--- src/rtl/step_decoder_pkg.sv ---
// Shared definitions for the step decoder.
//   mode_e      : operating mode of the decoder (direct decode or stepping sequence)
//   MAX_SEL_W   : widest supported select/index width
//   MAX_OUT_W   : one-hot width matching MAX_SEL_W
//   onehot()    : select value to one-hot vector at the maximum width; callers
//                 cast the result down to their own output width
package step_decoder_pkg;

  typedef enum logic {
    MODE_DIRECT = 1'b0,
    MODE_SEQ    = 1'b1
  } mode_e;

  localparam int MAX_SEL_W = 6;
  localparam int MAX_OUT_W = 64;

  function automatic logic [MAX_OUT_W-1:0] onehot(input logic [MAX_SEL_W-1:0] sel);
    logic [MAX_OUT_W-1:0] vec;
    vec      = {MAX_OUT_W{1'b0}};
    vec[sel] = 1'b1;
    return vec;
  endfunction

endpackage : step_decoder_pkg

--- src/rtl/step_decoder_onehot.sv ---
// Combinational select-to-one-hot decode with enable.
//   sel_i    [SEL_W-1:0] : select value
//   en_i                 : when low the output is all zeros
//   onehot_o [OUT_W-1:0] : one-hot vector with bit sel_i set
module step_decoder_onehot
  import step_decoder_pkg::*;
#(
  parameter int SEL_W = 3,
  parameter int OUT_W = 2**SEL_W
) (
  input  logic [SEL_W-1:0] sel_i,
  input  logic             en_i,
  output logic [OUT_W-1:0] onehot_o
);

  // Decode the select, blanking the whole vector when disabled.
  always_comb begin
    onehot_o = {OUT_W{1'b0}};
    if (en_i) begin
      onehot_o = OUT_W'(onehot(MAX_SEL_W'(sel_i)));
    end else begin
      onehot_o = {OUT_W{1'b0}};
    end
  end

endmodule : step_decoder_onehot

--- src/rtl/step_decoder.sv ---
// Registered one-hot step decoder.
// In direct mode the index follows In; in sequence mode it is loaded from In
// or stepped by one, wrapping to zero after Last. Out is the one-hot of the
// index being registered on the same edge, so Index and Out always agree.
//   Clk, Rst_n            : clock and asynchronous active-low reset
//   En                    : enable; low holds the index and blanks Out
//   Mode                  : 0 direct decode of In, 1 stepping sequence
//   Clr                   : synchronous clear to RST_IDX (works with En low)
//   Load, Step            : sequence-mode load from In / advance by one
//   In   [SEL_W-1:0]      : select or load value
//   Last [SEL_W-1:0]      : terminal index of the sequence
//   Out  [OUT_W-1:0]      : registered one-hot strobe
//   Index[SEL_W-1:0]      : current index register
//   Wrap                  : one-cycle pulse on the edge that wraps Last -> 0
module step_decoder
  import step_decoder_pkg::*;
#(
  parameter int SEL_W   = 3,
  parameter int OUT_W   = 2**SEL_W,
  parameter int RST_IDX = 0
) (
  input  logic             Clk,
  input  logic             Rst_n,
  input  logic             En,
  input  logic             Mode,
  input  logic             Clr,
  input  logic             Load,
  input  logic             Step,
  input  logic [SEL_W-1:0] In,
  input  logic [SEL_W-1:0] Last,
  output logic [OUT_W-1:0] Out,
  output logic [SEL_W-1:0] Index,
  output logic             Wrap
);

  localparam logic [SEL_W-1:0] RST_VAL = SEL_W'(RST_IDX);

  logic [SEL_W-1:0] idx_q;
  logic [SEL_W-1:0] idx_d;
  logic [OUT_W-1:0] out_q;
  logic [OUT_W-1:0] out_d;
  logic             wrap_q;
  logic             wrap_d;

  // Next index and wrap pulse, in priority order Clr > hold > direct > Load > Step.
  always_comb begin
    idx_d  = idx_q;
    wrap_d = 1'b0;
    if (Clr) begin
      idx_d = RST_VAL;
    end else if (!En) begin
      idx_d = idx_q;
    end else if (Mode == MODE_DIRECT) begin
      idx_d = In;
    end else if (Load) begin
      idx_d = In;
    end else if (Step) begin
      // ">=" so that an index loaded beyond Last still wraps on its next step.
      if (idx_q >= Last) begin
        idx_d  = {SEL_W{1'b0}};
        wrap_d = 1'b1;
      end else begin
        idx_d = idx_q + SEL_W'(1);
      end
    end else begin
      idx_d = idx_q;
    end
  end

  // Out is decoded from the next index so it lines up with Index after the edge.
  step_decoder_onehot #(
    .SEL_W (SEL_W),
    .OUT_W (OUT_W)
  ) u_onehot (
    .sel_i    (idx_d),
    .en_i     (En),
    .onehot_o (out_d)
  );

  // State registers: index, one-hot strobe and wrap pulse.
  always_ff @(posedge Clk or negedge Rst_n) begin
    if (!Rst_n) begin
      idx_q  <= RST_VAL;
      out_q  <= {OUT_W{1'b0}};
      wrap_q <= 1'b0;
    end else begin
      idx_q  <= idx_d;
      out_q  <= out_d;
      wrap_q <= wrap_d;
    end
  end

  assign Index = idx_q;
  assign Out   = out_q;
  assign Wrap  = wrap_q;

endmodule : step_decoder

--- config.mk ---
export PLATFORM = sky130hd
export DESIGN_NAME = step_decoder
export DESIGN_NICKNAME = d
export VERILOG_FILES = /design/src/rtl/step_decoder_pkg.sv /design/src/rtl/step_decoder_onehot.sv /design/src/rtl/step_decoder.sv
export SDC_FILE = /design/constraint.sdc
export NUM_CORES = 1
export LEC_CHECK = 0
export CORE_MARGIN = 2
export CORE_UTILIZATION = 30
export DETAILED_ROUTE_END_ITERATION = 7
export MAX_ROUTING_LAYER = met4
export PLACE_DENSITY_LB_ADDON = 0.15
export SLEW_MARGIN = 20
export SYNTH_ARGS = -nofsm -noshare
export SYNTH_HDL_FRONTEND = slang
export SYNTH_SLANG_ARGS = --single-unit
--- constraint.sdc ---
create_clock -name Clk -period 2 [get_ports Clk]
set_input_delay 0.2 -clock Clk [delete_from_list [all_inputs] [get_ports Clk]]
set_output_delay 0.2 -clock Clk [all_outputs]
set_load 0.03 [all_outputs]
## After elaboration in Yosys (flattened, before gate mapping)

Index checks and enable logic that the tools add are counted.

- $add $sub $neg: 1
- Order comparisons: 3
- Mux-type cells: 15
- Reductions and logical operators: 1

Operators with widths:

| cell | count |
|---|---|
| $mux W3 | 6 |
| $mux W8 | 1 |
| $lt A3 B7 Y1 const B | 1 |
| $mux W1 | 7 |
| $add A3 B1 Y3 const B | 1 |
| $demux W1 S3 | 1 |
| $ge A3 B1 Y1 const B | 1 |
| $ge A3 B3 Y1 | 1 |
| $logic_and A1 B1 Y1 | 1 |

- Bits in registers: 12
- Input bits: 13

## Logic depth before layout (Yosys ltp)

- Depth after elaboration: 12
- Depth in mapped cells: 8
- Mapped depth without buffers: 8

## By module

A second synthesis with hierarchy kept.

- Cells, all modules: 54
- Area total of the unflattened synthesis: 634.4 sq um

By module, submodules not included:

| module | instances | cells an instance | area each (sq um) | seq. area each (sq um) |
|---|---|---|---|---|
| step_decoder | 1 | 46 | 538.0 | 300.3 |
| step_decoder_onehot | 1 | 8 | 96.3 | 0.0 |

## Worst setup path before layout

No wires, ideal clock.

- Kind: register to register
- From: register idx_q[0] (netlist: Index[0])
- To: register out_q[1] (netlist: Out[1])
- Setup time: 0.135 ns
- Arrival: 1.685 ns
- Setup slack: 0.180 ns
- Cell stages (with the launch flop): 8
- Path buffers: 0
- Clock period less this slack: 1.820 ns
- Cells stage by stage: dfrtp_1 > inv_1 > ha_1 > nor2b_4 > o2111ai_1 > o21ai_0 > o21ai_0 > nor3_1

- Word-level cells in the longest chain between the ends: 12
- Elaborated cells between the ends (all ways): 14
- Classes of those cells: add/sub (1); order compare (3); mux (9); reduce/logical (1)

RTL lines:

| element | RTL line | text |
|---|---|---|
| start, declared | step_decoder.sv:38 | `logic [SEL_W-1:0] idx_q;` |
| start signal, assigned | step_decoder.sv:87 | `idx_q <= idx_d;` |
| $add A3 B1 Y3 or $ge A3 B3 Y1 (tied branches) | step_decoder.sv:63, step_decoder.sv:59 |  |
| $mux W3 | step_decoder.sv:59 | `if (idx_q >= Last) begin` |
| $mux W3 | step_decoder.sv:57 | `end else if (Step) begin` |
| $mux W3 | step_decoder.sv:55 | `end else if (Load) begin` |
| $mux W3 | step_decoder.sv:53 | `end else if (Mode == MODE_DIRECT) begin` |
| $mux W3 * | step_decoder.sv:51 | `end else if (!En) begin` |
| $mux W3 * | step_decoder.sv:49 | `if (Clr) begin` |
| $lt A3 B7 Y1 (not written as such) or $ge A3 B1 Y1 (tied branches) | step_decoder_pkg.sv:20 | `vec[sel] = 1'b1;` |
| $logic_and A1 B1 Y1 (not written as such) | step_decoder_pkg.sv:20 |  |
| $mux W1 (not written as such) | step_decoder_pkg.sv:20 |  |
| $demux W1 S3 * | n/a |  |
| $mux W8 * | step_decoder_onehot.sv:19 | `if (en_i) begin` |
| named net out_d[1] | step_decoder.sv:41 | `logic [OUT_W-1:0] out_d;` |
| end signal, assigned | step_decoder.sv:84 | `out_q <= {OUT_W{1'b0}};` |
| end signal, assigned | step_decoder.sv:88 | `out_q <= out_d;` |
| end, declared | step_decoder.sv:40 | `logic [OUT_W-1:0] out_q;` |

Mark *: on every way through the listed nets, which the timed path passes. The rest lies on a longest branch.

## Worst setup path after layout

- From: register idx_q[0] (netlist: Index[0])
- To: register out_q[5] (netlist: Out[5])

- Word-level cells in the longest chain between the ends: 12
- Elaborated cells between the ends (all ways): 14
- Classes of those cells: add/sub (1); order compare (3); mux (9); reduce/logical (1)

RTL lines:

| element | RTL line | text |
|---|---|---|
| $add A3 B1 Y3 or $ge A3 B3 Y1 (tied branches) | step_decoder.sv:63, step_decoder.sv:59 |  |
| $mux W3 * | step_decoder.sv:59 |  |
| $mux W3 * | step_decoder.sv:57 |  |
| $mux W3 * | step_decoder.sv:55 |  |
| $mux W3 * | step_decoder.sv:53 |  |
| $mux W3 * | step_decoder.sv:51 |  |
| $mux W3 * | step_decoder.sv:49 |  |
| named net idx_d[1] | step_decoder.sv:39 | `logic [SEL_W-1:0] idx_d;` |
| $lt A3 B7 Y1 (not written as such) or $ge A3 B1 Y1 (tied branches) | step_decoder_pkg.sv:20 |  |
| $logic_and A1 B1 Y1 (not written as such) | step_decoder_pkg.sv:20 |  |
| $mux W1 (not written as such) | step_decoder_pkg.sv:20 |  |
| $demux W1 S3 * | n/a |  |
| $mux W8 * | step_decoder_onehot.sv:19 |  |
| named net out_d[5] | step_decoder.sv:41 |  |

Marked as above.

==> impl_metrics.tcl <==
set metrics [dict create \
    status "finished, final reports clean" \
    grt_usage_pct 12.2 \
    synth_most_common_cell "sky130_fd_sc_hd__dfrtp_1" \
    max_clock_freq_ghz 0.567 \
    ant_nets_after_route 0 \
    total_number_of_vias 542 \
    clock_sink_count 12 \
    fin_worst_hold_slack_ns 0.281 \
    pwr_density_cell_nw_per_um2 589 \
    post-route-drc-count 0 \
    synth.top_cell.area_share_pct 44.5 \
    synth_unique_cells 22 \
    core_area_um2 2170 \
    cts_setup_buffers 0 \
    drtIter0Drc 5 \
    timing.max_cap.violations 0 \
    finalWirelength_um 1290 \
    antennaDiodeCount 0 \
    final_estimated_routing_congestion_in_global_placement 0.754 \
    final.setup.tns_ns 0 \
    grt_setup_unrepaired "false" \
    num_rows 17 \
    p_leak_nw 0.417 \
    synth_fp_nets 84 \
    yosys-top-cells-area "sky130_fd_sc_hd__dfrtp_1, sky130_fd_sc_hd__ha_1, sky130_fd_sc_hd__nor3_1, sky130_fd_sc_hd__a31oi_4, sky130_fd_sc_hd__nand2_1" \
    pin_count 25 \
    grt_antenna_before_repair 0 \
    fin_cells 120 \
    tritoncts "yes" \
    clk_pin_slew_ns 0.07 \
    numCtsBuffers 3 \
    clk_root_buffer_cell "sky130_fd_sc_hd__clkbuf_4" \
    ctsHoldBuffers 0 \
    start_kind "flop" \
    overall_die_area_um2 2640 \
    placement.io_buffers 24 \
    report.power.total_mw 0.562 \
    fill_cells 234 \
    number_of_global_route_vias_before_repair 509 \
    die_h_um 51.4 \
    layout-area-overhead-vs-synth_pct 41.4 \
    setup_violations 0 \
    cp.arrival_ns 1.94 \
    tightestPinTransition_ns 0.523 \
    max-clock-path-buffers 2 \
    global_route_wire_length_before_repair_um 2260 \
    synthesis.instances 67 \
    worstHoldPathType "in2async" \
    timing.slew.headroom_pct 65.0 \
    finalHoldViolations 0 \
    synth_async_sr_flop_share_pct 100 \
    synth_enable_flop_cells 0 \
    max_h_tree_level 1 \
    cp_max_fo 5 \
    routedWlPerCell_um 10.7 \
    grt_remaining_overflow 0 \
    chipWidth_um 51.4 \
    syn-cell-area_um2 674 \
    final_max_slew_viol_count 0 \
    syn_area_per_cell_um2 10.1 \
    grt_max_degree 13 \
    initial_cell_density_of_the_core_pct 31.1 \
    detailedRoute.firstPassIterationCount 4 \
    finalClockSkew_ns 0.00214 \
    peakVddDrop_mv 0.485 \
    final_period_minus_worst_setup_slack_ns 1.76 \
    placed_cells 117 \
    route.detailed.vias_per_inst 4.52 \
    fin_nets 111 \
    setup.worst_path.class "reg2reg" \
    yosys_warnings 0 \
    synthTopCellsByCount "sky130_fd_sc_hd__dfrtp_1, sky130_fd_sc_hd__nor3_1, sky130_fd_sc_hd__nand2_1" \
    synthDominantAreaCellType "sky130_fd_sc_hd__dfrtp_1" \
    resized_after_cts 0 \
    layout_cell_share_with_drive_strength_beyond_1_pct 14.1 \
    ys.flop_type "sky130_fd_sc_hd__dfrtp_1" \
    source_to_sink_clock_delay_at_the_later_pin_of_the_worst_skew_pair_ns 0.26 \
    ys_seq_area_share_pct 44.5 \
    layout_worst_path_cycle_share_pct 88.2 \
    yosys_register_bits 12 \
    worstSetupEndpointType "flop" \
    post-dp-hpwl_um 1070 \
    worst-endpoint-required_ns 2.17 \
]
==> cells by family (layout without fill, tap and decap cells) <==
logic type                 Yosys count  count (layout)  synth area share [%]
AOI/OAI and AO/OA                   18              18                  22.3
adders and majority gates            4               4                  7.42
DFF                                 12              12                  44.5
and+or+nand+nor                     24              24                  19.1
buffers and inverters                9              34                  6.68
==> registers in the layout (all words and copies together), names as in the netlist <==
name,count
Index,3
Out,8
Wrap,1
==> worst paths after layout <==
path	startpoint	slack, ns	depth (start not counted)	endpoint
worst max-delay path	Index[0]	0.24	8	Out[5]
worst min-delay path	Rst_n	0.28	1	Out[1]
worst max register to register	Index[0]	0.24	8	Out[5]
worst min register to register	Index[0]	0.60	2	Index[0]
max in group asynchronous	Rst_n	1.37	1	Wrap
min in group Clk	Index[0]	0.60	2	Index[0]
==> power by group <==
part / leakage, nW / internal (mW) / switching [mW]
logic: 0.241 / 0.0718 / 0.0906
registers: 0.163 / 0.253 / 0.00778
clock network: 0.0138 / 0.0695 / 0.0686
==> area by class of cell <==
cell class	instances	area, um2	share of cell area (%)
multi-input combinational	46	329	34.5
sequential	12	300	31.5
clock buffer	3	22.5	2.36
tap	28	35.0	3.67
timing repair buffer	24	240	25.2
inverter	7	26.3	2.76
==> per-stage QoR <==
stage | util [%] | area, um2 | worst slack, ns
after floorplan | - | 674 | 0.180
after global placement | 42.9 | 931 | 0.0204
after detailed placement | 42.9 | 931 | -0.0350
after CTS | 43.9 | 953 | 0.153
after global routing | 43.9 | 953 | 0.0590
final | 43.9 | 953 | 0.236
==> placed cells by master (no fill, tap or decap) <==
| cell type | Yosys | routed |
|---|---|---|
| sky130_fd_sc_hd__nor2_1 | 3 | 3 |
| sky130_fd_sc_hd__o21ai_2 | 1 | 1 |
| sky130_fd_sc_hd__nand2b_1 | 2 | 2 |
| sky130_fd_sc_hd__dfrtp_1 | 12 | 12 |
| sky130_fd_sc_hd__a31oi_4 | 2 | 2 |
| sky130_fd_sc_hd__a21oi_1 | 4 | 4 |
| sky130_fd_sc_hd__nand2_1 | 7 | 7 |
| sky130_fd_sc_hd__nor2b_4 | 1 | 1 |
| sky130_fd_sc_hd__nor2_2 | 1 | 1 |
| sky130_fd_sc_hd__o21ai_1 | 1 | 2 |
| sky130_fd_sc_hd__nand2b_4 | 1 | 1 |
| sky130_fd_sc_hd__nor3_1 | 9 | 9 |
| sky130_fd_sc_hd__a211oi_2 | 2 | 2 |
| sky130_fd_sc_hd__inv_2 | 2 | 2 |
| sky130_fd_sc_hd__a21o_1 | 1 | 1 |
| sky130_fd_sc_hd__o21ai_0 | 5 | 4 |
| sky130_fd_sc_hd__a22oi_1 | 1 | 1 |
| sky130_fd_sc_hd__inv_1 | 5 | 5 |
| sky130_fd_sc_hd__clkbuf_4 | 0 | 3 |
| sky130_fd_sc_hd__clkdlybuf4s50_1 | 0 | 24 |
| sky130_fd_sc_hd__o2111ai_1 | 1 | 1 |
| sky130_fd_sc_hd__ha_1 | 4 | 4 |
==> routing by layer <==
layer,GRT usage [%],wire length (um),vias to the layer above
met4,1.32,0,0
li1,-,-,285
met1,15.1,644,241
met2,18.6,567,16
met5,-,0,-
met3,6.14,76,0
==> worst max-delay path, stage by stage, from the launching register on <==
cell and delay (ns):
sky130_fd_sc_hd__dfrtp_1 0.40, sky130_fd_sc_hd__inv_1 0.09, sky130_fd_sc_hd__ha_1 0.31, sky130_fd_sc_hd__nor2b_4 0.05
sky130_fd_sc_hd__o21ai_2 0.11, sky130_fd_sc_hd__nand2_1 0.16, sky130_fd_sc_hd__a31oi_4 0.25, sky130_fd_sc_hd__inv_2 0.09
sky130_fd_sc_hd__nor3_1 0.21
Note: power is estimated with default switching activity, not from simulation.
